[src/rtl/rgmii_rx_decode.sv]
// rgmii_rx_decode: RGMII rise/fall sample pairs to GMII bytes, with 10/100 nibble assembly,
// in-band status decode and a saturating errored-frame counter.
module rgmii_rx_decode #(
  parameter int ERR_CNT_W = 16,
  parameter bit STATUS_EN = 1'b1
) (
  input  logic                 clk,
  input  logic                 rst,
  input  logic [4:0]           rx_q1,
  input  logic [4:0]           rx_q2,
  input  logic [1:0]           speed_i,
  output logic [7:0]           gmii_rxd_o,
  output logic                 gmii_rx_dv_o,
  output logic                 gmii_rx_er_o,
  output logic                 gmii_rx_valid_o,
  output logic                 link_up_o,
  output logic [1:0]           link_speed_o,
  output logic                 full_duplex_o,
  output logic [ERR_CNT_W-1:0] err_count_o
);
  typedef enum logic [1:0] {IDLE, PRE, DATA} state_t;
  state_t state_q, state_d;
  logic phase_q, phase_d, erp_q, erp_d, err_seen_q, err_seen_d, have_q;
  logic [3:0] pend_q, pend_d, last_q;
  logic [1:0] speed_q;
  logic [7:0] rxd_q, rxd_d;
  logic dv_q, dv_d, er_q, er_d, vld_q, vld_d;
  logic link_q, duplex_q;
  logic [1:0] lspeed_q;
  logic [ERR_CNT_W-1:0] cnt_q;
  logic dv, er, gig, ph, qual, upd, inc;
  logic [3:0] nib;

  assign dv = rx_q1[4];
  assign er = rx_q1[4] ^ rx_q2[4];
  assign nib = rx_q1[3:0];
  // speed_i only steers decoding while idle; mid-frame the latched copy rules
  assign gig = (state_q == IDLE) ? speed_i[1] : speed_q[1];
  assign ph = (state_q != IDLE) && phase_q;
  assign qual = !rx_q1[4] && !rx_q2[4] && (nib == rx_q2[3:0]);
  assign upd = STATUS_EN && qual && have_q && (last_q == nib);
  assign inc = vld_d && dv_d && er_d && !err_seen_q;
  assign err_seen_d = dv && (err_seen_q || inc);

  always_comb begin
    state_d = state_q;
    phase_d = phase_q;
    pend_d = pend_q;
    erp_d = erp_q;
    vld_d = 1'b0;
    rxd_d = rxd_q;
    dv_d = dv_q;
    er_d = er_q;
    if (gig) begin
      {vld_d, rxd_d, dv_d, er_d} = {1'b1, rx_q2[3:0], nib, dv, er};
      state_d = dv ? DATA : IDLE;
      phase_d = 1'b0;
    end else if (!dv) begin
      state_d = IDLE;
      phase_d = 1'b0;
      if (ph)
        {vld_d, rxd_d, dv_d, er_d} = {1'b1, 4'h0, pend_q, 1'b1, 1'b1};
      else if (state_q == IDLE && er) begin
        phase_d = !phase_q;
        if (phase_q) {vld_d, rxd_d, dv_d, er_d} = {1'b1, nib, nib, 1'b0, 1'b1};
      end
    end else if (state_q != DATA) begin
      // the first dv cycle out of IDLE is already a preamble nibble
      state_d = PRE;
      if (nib == 4'h5) begin
        phase_d = !ph;
        if (ph) {vld_d, rxd_d, dv_d, er_d} = {1'b1, 8'h55, 1'b1, er | erp_q};
        else {pend_d, erp_d} = {nib, er};
      end else begin
        state_d = DATA;
        phase_d = 1'b0;
        {vld_d, rxd_d, dv_d, er_d} = (nib == 4'hD) ? {1'b1, 8'hD5, 1'b1, er} : {1'b1, nib, pend_q, 1'b1, 1'b1};
      end
    end else begin
      phase_d = !phase_q;
      if (phase_q) {vld_d, rxd_d, dv_d, er_d} = {1'b1, nib, pend_q, 1'b1, er | erp_q};
      else {pend_d, erp_d} = {nib, er};
    end
  end

  always_ff @(posedge clk or posedge rst) begin
    if (rst) begin
      state_q <= IDLE;
      {phase_q, erp_q, err_seen_q, have_q, pend_q, last_q, speed_q} <= '0;
      {rxd_q, dv_q, er_q, vld_q} <= '0;
      {link_q, lspeed_q, duplex_q} <= '0;
      cnt_q <= '0;
    end else begin
      state_q <= state_d;
      phase_q <= phase_d;
      pend_q <= pend_d;
      erp_q <= erp_d;
      err_seen_q <= err_seen_d;
      speed_q <= (state_q == IDLE) ? speed_i : speed_q;
      {rxd_q, dv_q, er_q, vld_q} <= {rxd_d, dv_d, er_d, vld_d};
      cnt_q <= (inc && cnt_q != '1) ? cnt_q + 1'b1 : cnt_q;
      have_q <= qual;
      last_q <= nib;
      if (upd) {link_q, lspeed_q, duplex_q} <= {nib[0], nib[2:1], nib[3]};
    end
  end

  assign gmii_rxd_o = rxd_q;
  assign gmii_rx_dv_o = dv_q;
  assign gmii_rx_er_o = er_q;
  assign gmii_rx_valid_o = vld_q;
  assign link_up_o = link_q;
  assign link_speed_o = lspeed_q;
  assign full_duplex_o = duplex_q;
  assign err_count_o = cnt_q;
endmodule

[config.mk]
export PLATFORM = sky130hd
export DESIGN_NAME = rgmii_rx_decode
export DESIGN_NICKNAME = d
export VERILOG_FILES = /design/src/rtl/rgmii_rx_decode.sv
export SDC_FILE = /design/constraint.sdc
export NUM_CORES = 1
export LEC_CHECK = 0
export ABC_AREA = 1
export CAP_MARGIN = 20
export CORE_ASPECT_RATIO = 0.7
export CORE_MARGIN = 1
export CORE_UTILIZATION = 45
export CTS_CLUSTER_SIZE = 12
export DETAILED_ROUTE_END_ITERATION = 8
export PLACE_DENSITY_LB_ADDON = 0.12
export REMOVE_ABC_BUFFERS = 1
export SETUP_SLACK_MARGIN = 0.15
export SKIP_LAST_GASP = 1
export SLEW_MARGIN = 0
export SYNTH_ARGS = -nofsm -noshare
export SYNTH_HDL_FRONTEND = slang
export SYNTH_SLANG_ARGS = --single-unit
[constraint.sdc]
create_clock -name clk -period 2.3 [get_ports clk]
set_input_delay 0.345 -clock clk [delete_from_list [all_inputs] [get_ports clk]]
set_output_delay 0.345 -clock clk [all_outputs]
set_load 0.05 [all_outputs]
==> results of run 1 <==
==> worst paths after layout <==
path                                    to  slack [ps]  depth (start not counted)
max in group asynchronous   err_count_o[2]        1380                          3
max reg2reg                 err_count_o[5]         390                         10
min                              pend_q[2]         410                          2
min in group clk                 pend_q[3]         490                          2
max                        err_count_o[13]         300                         12
min reg2reg                      pend_q[3]         490                          2
==> per-layer routing <==
layer	part of all wire	wire, microns
met1	0.53	3250
met3	0.067	407
met2	0.39	2400
met5	0	0
met4	0.0093	57
==> kinds of logic (layout without fill, tap and decap cells) <==
logic type,count (synthesis),in the layout,synth area share
simple gates,190,190,0.346
flops,46,46,0.459
buf+inv,38,103,0.0628
fa+ha+maj,2,2,0.00997
compound gates,26,26,0.0623
xor+xnor,16,16,0.0558
mux,1,1,0.00449
==> timing repair <==
action                     4_1_cts  5_1_grt
resized for setup                0        6
setup endpoints to repair        0       20
setup buffers                    0        1
==> Yosys cell counts (all sizes together) <==
master and number:
a41oi 2, inv 30, clkinv 1, o22ai 1, nand3 24, nor3 3, buf 4, nand3b 1
clkbuf 3, xnor2 5, mux2 1, o21bai 1, nand2 105, nor3b 1, a21boi 1, a21oi 3
a31oi 7, ha 2, nor2 33, nand4 21, nor4 2, o21ai 11, dfrtp 46, xor2 11
==> area by class of cell <==
cell class | instances | area (sq um)
Fill cell | 470 | 2020
Multi-Input combinational cell | 235 | 1220
Sequential cell | 46 | 1150
Timing Repair Buffer | 64 | 626
Inverter | 31 | 116
Tap cell | 72 | 90.1
Clock buffer | 6 | 72.6
Clock inverter | 2 | 13.8
==> through the flow <==
stage,setup WS (ps),hold slack [ps],util
floorplan,49.5,376,-
global placement,-99.0,466,0.596
detailed placement,-143,475,0.596
CTS,173,419,0.612
global route,124,439,0.619
finish,296,406,0.619
==> worst register-to-register path, cell delays in order (launching register included) <==
cell and delay (ps):
dfrtp_1 450, ha_1 250, nand3_1 150, nor2_2 180
nand3_2 110, nor3_2 140, nand3_2 160, nand4_2 160
buf_12 150, nand2_1 60, nand2_1 50
==> power by group <==
part | leakage, uW | internal [uW] | total, uW | switching, uW
Sequential | 0.000589 | 916 | 1010 | 96.7
Clock | 0.0000452 | 215 | 502 | 287
Combinational | 0.000923 | 310 | 864 | 554
==> registers in the layout (all words and copies together) (netlist names) <==
signal / count
gmii_rx_er_o: 1
phase_q: 1
last_q: 4
err_seen_q: 1
err_count_o: 16
speed_q: 1
erp_q: 1
gmii_rxd_o: 8
state_q: 2
pend_q: 4
link_up_o: 1
gmii_rx_dv_o: 1
have_q: 1
gmii_rx_valid_o: 1
link_speed_o: 2
full_duplex_o: 1
==> placed cells by master, fill, tap and decap left out, types with 2 or more instances in the layout <==
cell type,n
nand2_1,99
dfrtp_1,46
clkdlybuf4s50_1,43
inv_1,29
nor2_1,29
nand3_1,21
nand4_1,20
buf_4,18
xor2_1,11
o21ai_0,9
a31oi_1,7
xnor2_1,5
clkbuf_8,5
nand2_2,4
nor2_2,3
nand3_2,3
buf_12,3
nand2_4,2
a21oi_1,2
nor3_1,2
a41oi_1,2
ha_1,2
==> results.cfg, run 1 <==
[run_status]
status = completed

[drt]
vias = 2312
drt_iter0_drc = 161
totalWireLength_mm = 6.11
viasPerCell = 5.07
first_pass_iters = 5
ant_nets = 0
route.detailed.drc = 0
avgRoutedWirePerCell_microns = 13.4

[cells_and_area]
synthToLayoutAreaGrowth_pct = 31.1
final_cell_count_no_fill = 456
design_area_sq_um = 3290
n_antenna_cell = 0
final_layout_size_suffix_gt1_frac = 0.125
fin_nets = 399

[global_route]
grt_pass1_wl_mm = 10.5
antenna_found_initial = 0
met2_usage = 0.299
use_met3 = 0.0423
grt_use_total = 0.231
grt_max_degree = 25
grt_overflow = 0
grt_busiest_layer = met1
grt_pass1_vias = 2138
grtUsageMet1 = 0.382

[setup_path]
path_delay_family = buffers and inverters
r2r_start = err_count_o[0]
endpoint_kind = flop
cp.arrival_ps = 2200
path_class = input pin to flop
cp_slowest_cell = clkdlybuf4s50_1
max_stage_delay_ps = 480
critPathMaxFanout = 16
timing.critical_path.buf_inv = 3
critPathLaunchType = input pin
path_cells = clkdlybuf4s50_1 -> inv_1 -> ha_1 -> nor2_1 -> nand2_1 -> a21oi_1 -> nor2_1 -> a21oi_2 -> nor2_4 -> buf_12 -> nand4_1 -> nand2_1
cp.required_ps = 2500
crit_start = rx_q1[4]

[timing]
slew_viol_final = 0
rsz0062_at_grt = yes
tns_ps = 0
finalHoldViolations = 0
skew_ps = 12.6
max_freq_mhz = 499
maxSlewHeadroom = 0.664
finalCritPeriodShare = 0.871
min_period_ps = 2000
worst_slew_pin_slew_ps = 503
finalSetupViolations = 0

[power_and_ir_drop]
powerDensity_nw_per_um2 = 723
leakagePower_uw = 0.00156
power_uw = 2380
ir_drop_uv = 644

[clock_network]
tritoncts = yes
root_buffer = clkbuf_8
cts_buffers = 5
clkSinkCount = 46
ctsHoldBuffers = 0
htreeDepth = 2
clk_latency_ps = 300
clk_pin_slew_ps = 90
clock_path_buffers = 2

[die]
io_pins = 45
num_rows = 22
core_sq_um = 5310
initial_core_util = 0.472
fp.dieArea_sq_um = 5890
die_w_microns = 91.3
dieHeight_microns = 64.5

[placed_design]
gp_congestion = 0.889
dp.cells = 447
port_buffers = 43
dp_hpwl_mm = 4.62
postPlaceCellArea_sq_um = 3160

[synthesis]
synth_area_leader_cell = dfrtp_1
synth-seq-cells = 46
synth_area_leaders = dfrtp_1, nand2_1, nand4_1
synthCells = 319
yosysWarnings = 0
ys_seq_area_frac = 0.459
mappedNetlistArea_sq_um = 2510
avgSynthCellArea_sq_um = 7.87
yosysUniqueCellTypes = 35
synth.top_cell.area_share = 0.459

[worst_hold_path]
hold_path.class = input pin to async pin

[run]
cap_violations = 0
Note: power is estimated with default switching activity, not from simulation.
==> inputs of run 2 (changes only) <==
--- a/config.mk
+++ b/config.mk
@@ -12,6 +12,7 @@
 export CORE_UTILIZATION = 45
 export CTS_CLUSTER_SIZE = 12
 export DETAILED_ROUTE_END_ITERATION = 8
+export GPL_TIMING_DRIVEN = 0
 export PLACE_DENSITY_LB_ADDON = 0.12
 export REMOVE_ABC_BUFFERS = 1
 export SETUP_SLACK_MARGIN = 0.15
==> run 2 against run 1 <==
  * Wire length shrank 1.6%
  * First-iteration DRC count grew 47%
  * Combinational power shrank 2%
  * Clock power grew 24%
  * Register-to-register slack lost 50 ps
  * Core utilization shrank 0.85 points
  * Sequential power is essentially flat
  * Flip-flop and latch count is the same
  * Critical path type unchanged
==> results.cfg, run 2 (synthesis results as in run 1) <==
[run_status]
status = completed

[power_and_ir_drop]
seqPwrFrac = 0.410
clkPwrFrac = 0.250
pwr-share-comb = 0.340
ir_drop_uv = 533
p_int_uw = 1550
leakagePower_uw = 0.00150
powerDensity_nw_per_um2 = 765
p_sw_uw = 931
switching_share = 0.375

[timing]
max_freq_mhz = 499
min_period_ps = 2010
skew_ps = 5.98
rsz0062_at_grt = no
finalCritPeriodShare = 0.872
slew_viol_final = 0
finalHoldViolations = 0
worst_slew_pin_slew_ps = 615
maxSlewHeadroom = 0.587
finalSetupViolations = 0
tns_ps = 0

[global_route]
grt_overflow = 0
antenna_found_initial = 0
grt_use_total = 0.238
grt_max_degree = 35
grt_pass1_wl_mm = 10.8
grt_pass1_vias = 2158

[run]
cap_violations = 0

[setup_path]
critPathMaxFanout = 17
path_class = input pin to flop
cp.required_ps = 2490
max_stage_delay_ps = 660
critPathLaunchType = input pin
crit_start = rx_q1[2]
r2r_start = err_count_o[0]
path_delay_family = buffers and inverters
cp_common_cell = nand2_1
cp_slowest_cell = clkdlybuf4s50_1
endpoint_kind = flop
path_cells = clkdlybuf4s50_1 -> nand2_1 -> nor2_1 -> nand2_1 -> a21oi_1 -> nand2_1 -> a21oi_1 -> nor2_4 -> buf_12 -> nand4_1 -> nand2_1
cp.arrival_ps = 2200
timing.critical_path.buf_inv = 2

[die]
fp.dieArea_sq_um = 5890
core_sq_um = 5310
num_rows = 22
initial_core_util = 0.472
dieHeight_microns = 64.5
die_w_microns = 91.3
io_pins = 45

[drt]
avgRoutedWirePerCell_microns = 13.6
route.detailed.drc = 0
viasPerCell = 5.13
drt_iter0_drc = 237
ant_nets = 0
vias = 2263
first_pass_iters = 4
totalWireLength_mm = 6.02

[cells_and_area]
fin_nets = 385
final_layout_size_suffix_gt1_frac = 0.100
mostFrequentLayoutCells = nand2_1, dfrtp_1, clkdlybuf4s50_1
synthToLayoutAreaGrowth_pct = 29.3
design_area_sq_um = 3250
layout_commonest_cell = nand2_1
n_antenna_cell = 0
largest_reg_flops = 16

[worst_hold_path]
hold_path.class = input pin to async pin

[clock_network]
htreeDepth = 2
clk_latency_ps = 300
tritoncts = yes
clk_pin_slew_ps = 90
clkSinkCount = 46
root_buffer = clkbuf_8
clock_path_buffers = 2
cts_buffers = 5
ctsHoldBuffers = 0

[placed_design]
gp_congestion = 0.846
dp_hpwl_mm = 4.30
port_buffers = 43
postPlaceCellArea_sq_um = 3010
## run 2: layout make-up
type                            instances  area [sq um]
Timing Repair Buffer                   49           498
Multi-Input combinational cell        236          1280
Tap cell                               72          90.1
Fill cell                             463          2070
Clock inverter                          1          30.0
Clock buffer                            6          82.6
Sequential cell                        46          1150
Inverter                               31           116
## run 2: per-layer routing
metal,vias to the layer above,share of wire,global-route usage
met5,-,0,0
met4,0,0.0068,0.0833
met3,2,0.051,0.0469
met2,53,0.41,0.336
met1,1049,0.53,0.363
li1,1159,-,-
## run 2: worst paths after layout
kind	to	slack [ps]	depth (start not counted)
worst min register to register	full_duplex_o	490	2
max in group asynchronous	err_count_o[0]	1510	3
worst max register to register	err_count_o[2]	340	9
min in group clk	last_q[3]	370	1
worst max-delay path	err_count_o[2]	290	11
worst min-delay path	gmii_rx_valid_o	300	2
## run 2: through the flow
stage / worst slack (ps) / hold slack, ps / total power, uW / util / instances
6_report: 294 / 303 / 2480 / 0.611 / 441
5_1_grt: 163 / 322 / 2630 / 0.611 / 441
4_1_cts: 184 / 313 / 2500 / 0.603 / 439
3_5_place_dp: -740 / 478 / 1830 / 0.566 / 428
3_3_place_gp: -693 / 468 / 1820 / 0.563 / 427
2_1_floorplan: 49.5 / 376 / 1560 / - / 312
## run 2: repair_timing
item | in CTS | in global routing
setup endpoints to repair | 17 | 19
gates resized for setup | 7 | 10
pin swaps | 3 | 3
cloned | 1 | 0
buffers inserted | 3 | 2
## run 2: power groups by stage
stage	combinational [uW]	sequential [uW]	clock, uW
after CTS	844	1020	639
after global routing	917	1040	677
after detailed placement	801	1030	0
after floorplan	281	1280	0
after global placement	788	1030	0
final	844	1020	621
## run 2: worst register-to-register path: cells and delay by family, from the launching register on
family,cells,cell delay [ps]
simple gates,7,1000
flops,1,430
fa+ha+maj,1,220
buf+inv,1,200
==> inputs of run 3 (changes only) <==
--- a/config.mk
+++ b/config.mk
@@ -5,7 +5,6 @@
 export SDC_FILE = /design/constraint.sdc
 export NUM_CORES = 1
 export LEC_CHECK = 0
-export ABC_AREA = 1
 export CAP_MARGIN = 20
 export CORE_ASPECT_RATIO = 0.7
 export CORE_MARGIN = 1
==> run 3 against run 2 <==
  * Sequential share of layout area rose by 1.1 points
  * Clock-buffer cell count rose by 1
  * Global-route usage fell by 5.0 points
  * Largest cell class unchanged
  * Power rose by 0.77%
==> results.cfg, run 3 <==
[cells_and_area]
final_layout_size_suffix_gt1_frac = 0.293
design_area_sq_um = 3150
final_cell_count_no_fill = 335
mostFrequentLayoutCells = dfrtp_1, clkdlybuf4s50_1, xor2_1
n_antenna_cell = 0
fin_nets = 281
post-route-util = 0.651
fillers = 398
largest_reg_flops = 16
synthToLayoutAreaGrowth_pct = 38.0
layout_commonest_cell = dfrtp_1

[setup_path]
cp-endpoint = err_count_o[1]
endpoint_kind = flop
rr_worst_depth = 7
cp.arrival_ps = 2290
critPathLaunchType = flop
path_class = flop to flop
cp.required_ps = 2480
r2r_start = state_q[1]
reg2reg_slack_ps = 190
critPathMaxFanout = 7
rr_endpoint = err_count_o[1]
crit_start = state_q[1]

[die]
core_sq_um = 4830
dieHeight_microns = 61.6
die_w_microns = 87.1
num_rows = 21
initial_core_util = 0.472
fp.dieArea_sq_um = 5360
io_pins = 45

[synthesis]
synth.top_cell.area_share = 0.504
postSynth.asyncResetShare = 1.00
synth_commonest_cells = dfrtp_1, xor2_1, nor2_1, a21oi_1, mux2_2
avgSynthCellArea_sq_um = 11.3
post-synth-top-count-cell = dfrtp_1
synth_edf_count = 0
ys_seq_area_frac = 0.504
yosysWarnings = 0
yosysUniqueCellTypes = 48
synthCells = 202
mappedNetlistArea_sq_um = 2280
synth-seq-cells = 46
synth_area_leader_cell = dfrtp_1
synthFlopType = dfrtp_1
synth_area_leaders = dfrtp_1, xor2_1, mux2_2

[global_route]
grt_pass1_vias = 1454
grt_pass1_wl_mm = 7.49
grt_use_total = 0.188
grt_max_degree = 36
grt_overflow = 0
antenna_found_initial = 0

[timing]
finalSetupViolations = 0
min_period_ps = 2110
hold_slack_ps = 287
finalWorstSetupSlack_ps = 186
max_freq_mhz = 473
slew_viol_final = 0
worst_slew_pin_slew_ps = 506
maxSlewHeadroom = 0.662
finalHoldViolations = 0
rsz0062_at_grt = no
finalCritPeriodShare = 0.919
skew_ps = 2.84

[clock_network]
clk_latency_ps = 290
tritoncts = yes
root_buffer = clkbuf_8
htreeDepth = 2
clkSinkCount = 46
clk_pin_slew_ps = 80
clock_path_buffers = 2
cts_buffers = 5

[drt]
avgRoutedWirePerCell_microns = 14.7
drt_iter0_drc = 91
route.detailed.drc = 0
ant_nets = 0
first_pass_iters = 4
vias = 1734
totalWireLength_mm = 4.91
viasPerCell = 5.18

[placed_design]
dp_hpwl_mm = 3.22
gp_congestion = 0.817
preCtsSetupSlack_ps = -902
port_buffers = 43
dp.cells = 308
postPlaceCellArea_sq_um = 2770

[power_and_ir_drop]
powerDensity_nw_per_um2 = 794
leakagePower_uw = 0.00138
ir_drop_uv = 849

[run_status]
status = completed

[run]
cap_violations = 0

[worst_hold_path]
hold_path.class = input pin to flop
[run 3: per-stage QoR]
stage               setup TNS [ps]  total power (uW)
detailed placement          -21900              1880
CTS                              0              2420
floorplan                        0              1590
finish                           0              2500
global placement            -26410              1870
global route                     0              2620
[run 3: report_power, final]
group / leakage, uW / internal, uW / total (uW) / switching (uW)
clock network: 0.0000482 / 243 / 504 / 261
logic: 0.000756 / 390 / 960 / 570
registers: 0.000573 / 927 / 1040 / 110
[run 3: layer usage]
layer  GRT usage  share of wire  up-vias
met5           0              0        -
met4      0.0351         0.0035        0
met1       0.315           0.54      857
met3      0.0402          0.044        2
met2       0.243           0.41       34
li1            -              -      841
[run 3: layout make-up]
type / count / area (sq um) / area share
Multi-Input combinational cell: 141 / 1180 / 0.373
Inverter: 8 / 32.5 / 0.0103
Clock inverter: 1 / 5.00 / 0.00159
Sequential cell: 46 / 1150 / 0.366
Tap cell: 69 / 86.3 / 0.0274
Clock buffer: 7 / 86.3 / 0.0274
Timing Repair Buffer: 63 / 611 / 0.194
[run 3: how the worst min path moves through the flow]
| stage | from | to | cells after the start |
|---|---|---|---|
| detailed placement | err_count_o[9] | err_count_o[9] | 1 |
| global route | rx_q1[1] | last_q[1] | 1 |
| floorplan | rx_q1[0] | last_q[0] | 0 |
| global placement | err_count_o[7] | err_count_o[7] | 1 |
| CTS | rst | link_up_o | 2 |
| finish | rx_q1[1] | last_q[1] | 1 |
[run 3: repair_timing]
item / in CTS / in global routing
gates resized for setup: 12 / 31
gates cloned: 0 / 1
endpoints found under the setup margin: 36 / 23
hold endpoints to repair: 0 / 0
setup buffers: 6 / 12
hold buffers: 0 / 0
pin swaps: 2 / 10
[run 3: cell families after synthesis]
group / synth area share
compound gates: 0.0943
xor+xnor: 0.0883
fa+ha+maj: 0.0110
buf+inv: 0.0345
flops: 0.504
mux: 0.0740
simple gates: 0.194
[run 3: critical path, stage by stage, from the launching register on]
cell and delay (ps):
dfrtp_2 440, nor2b_2 210, nand2b_4 160, or3_4 340, a32oi_4 330, buf_12 180
nor2_4 50, mux2_4 290
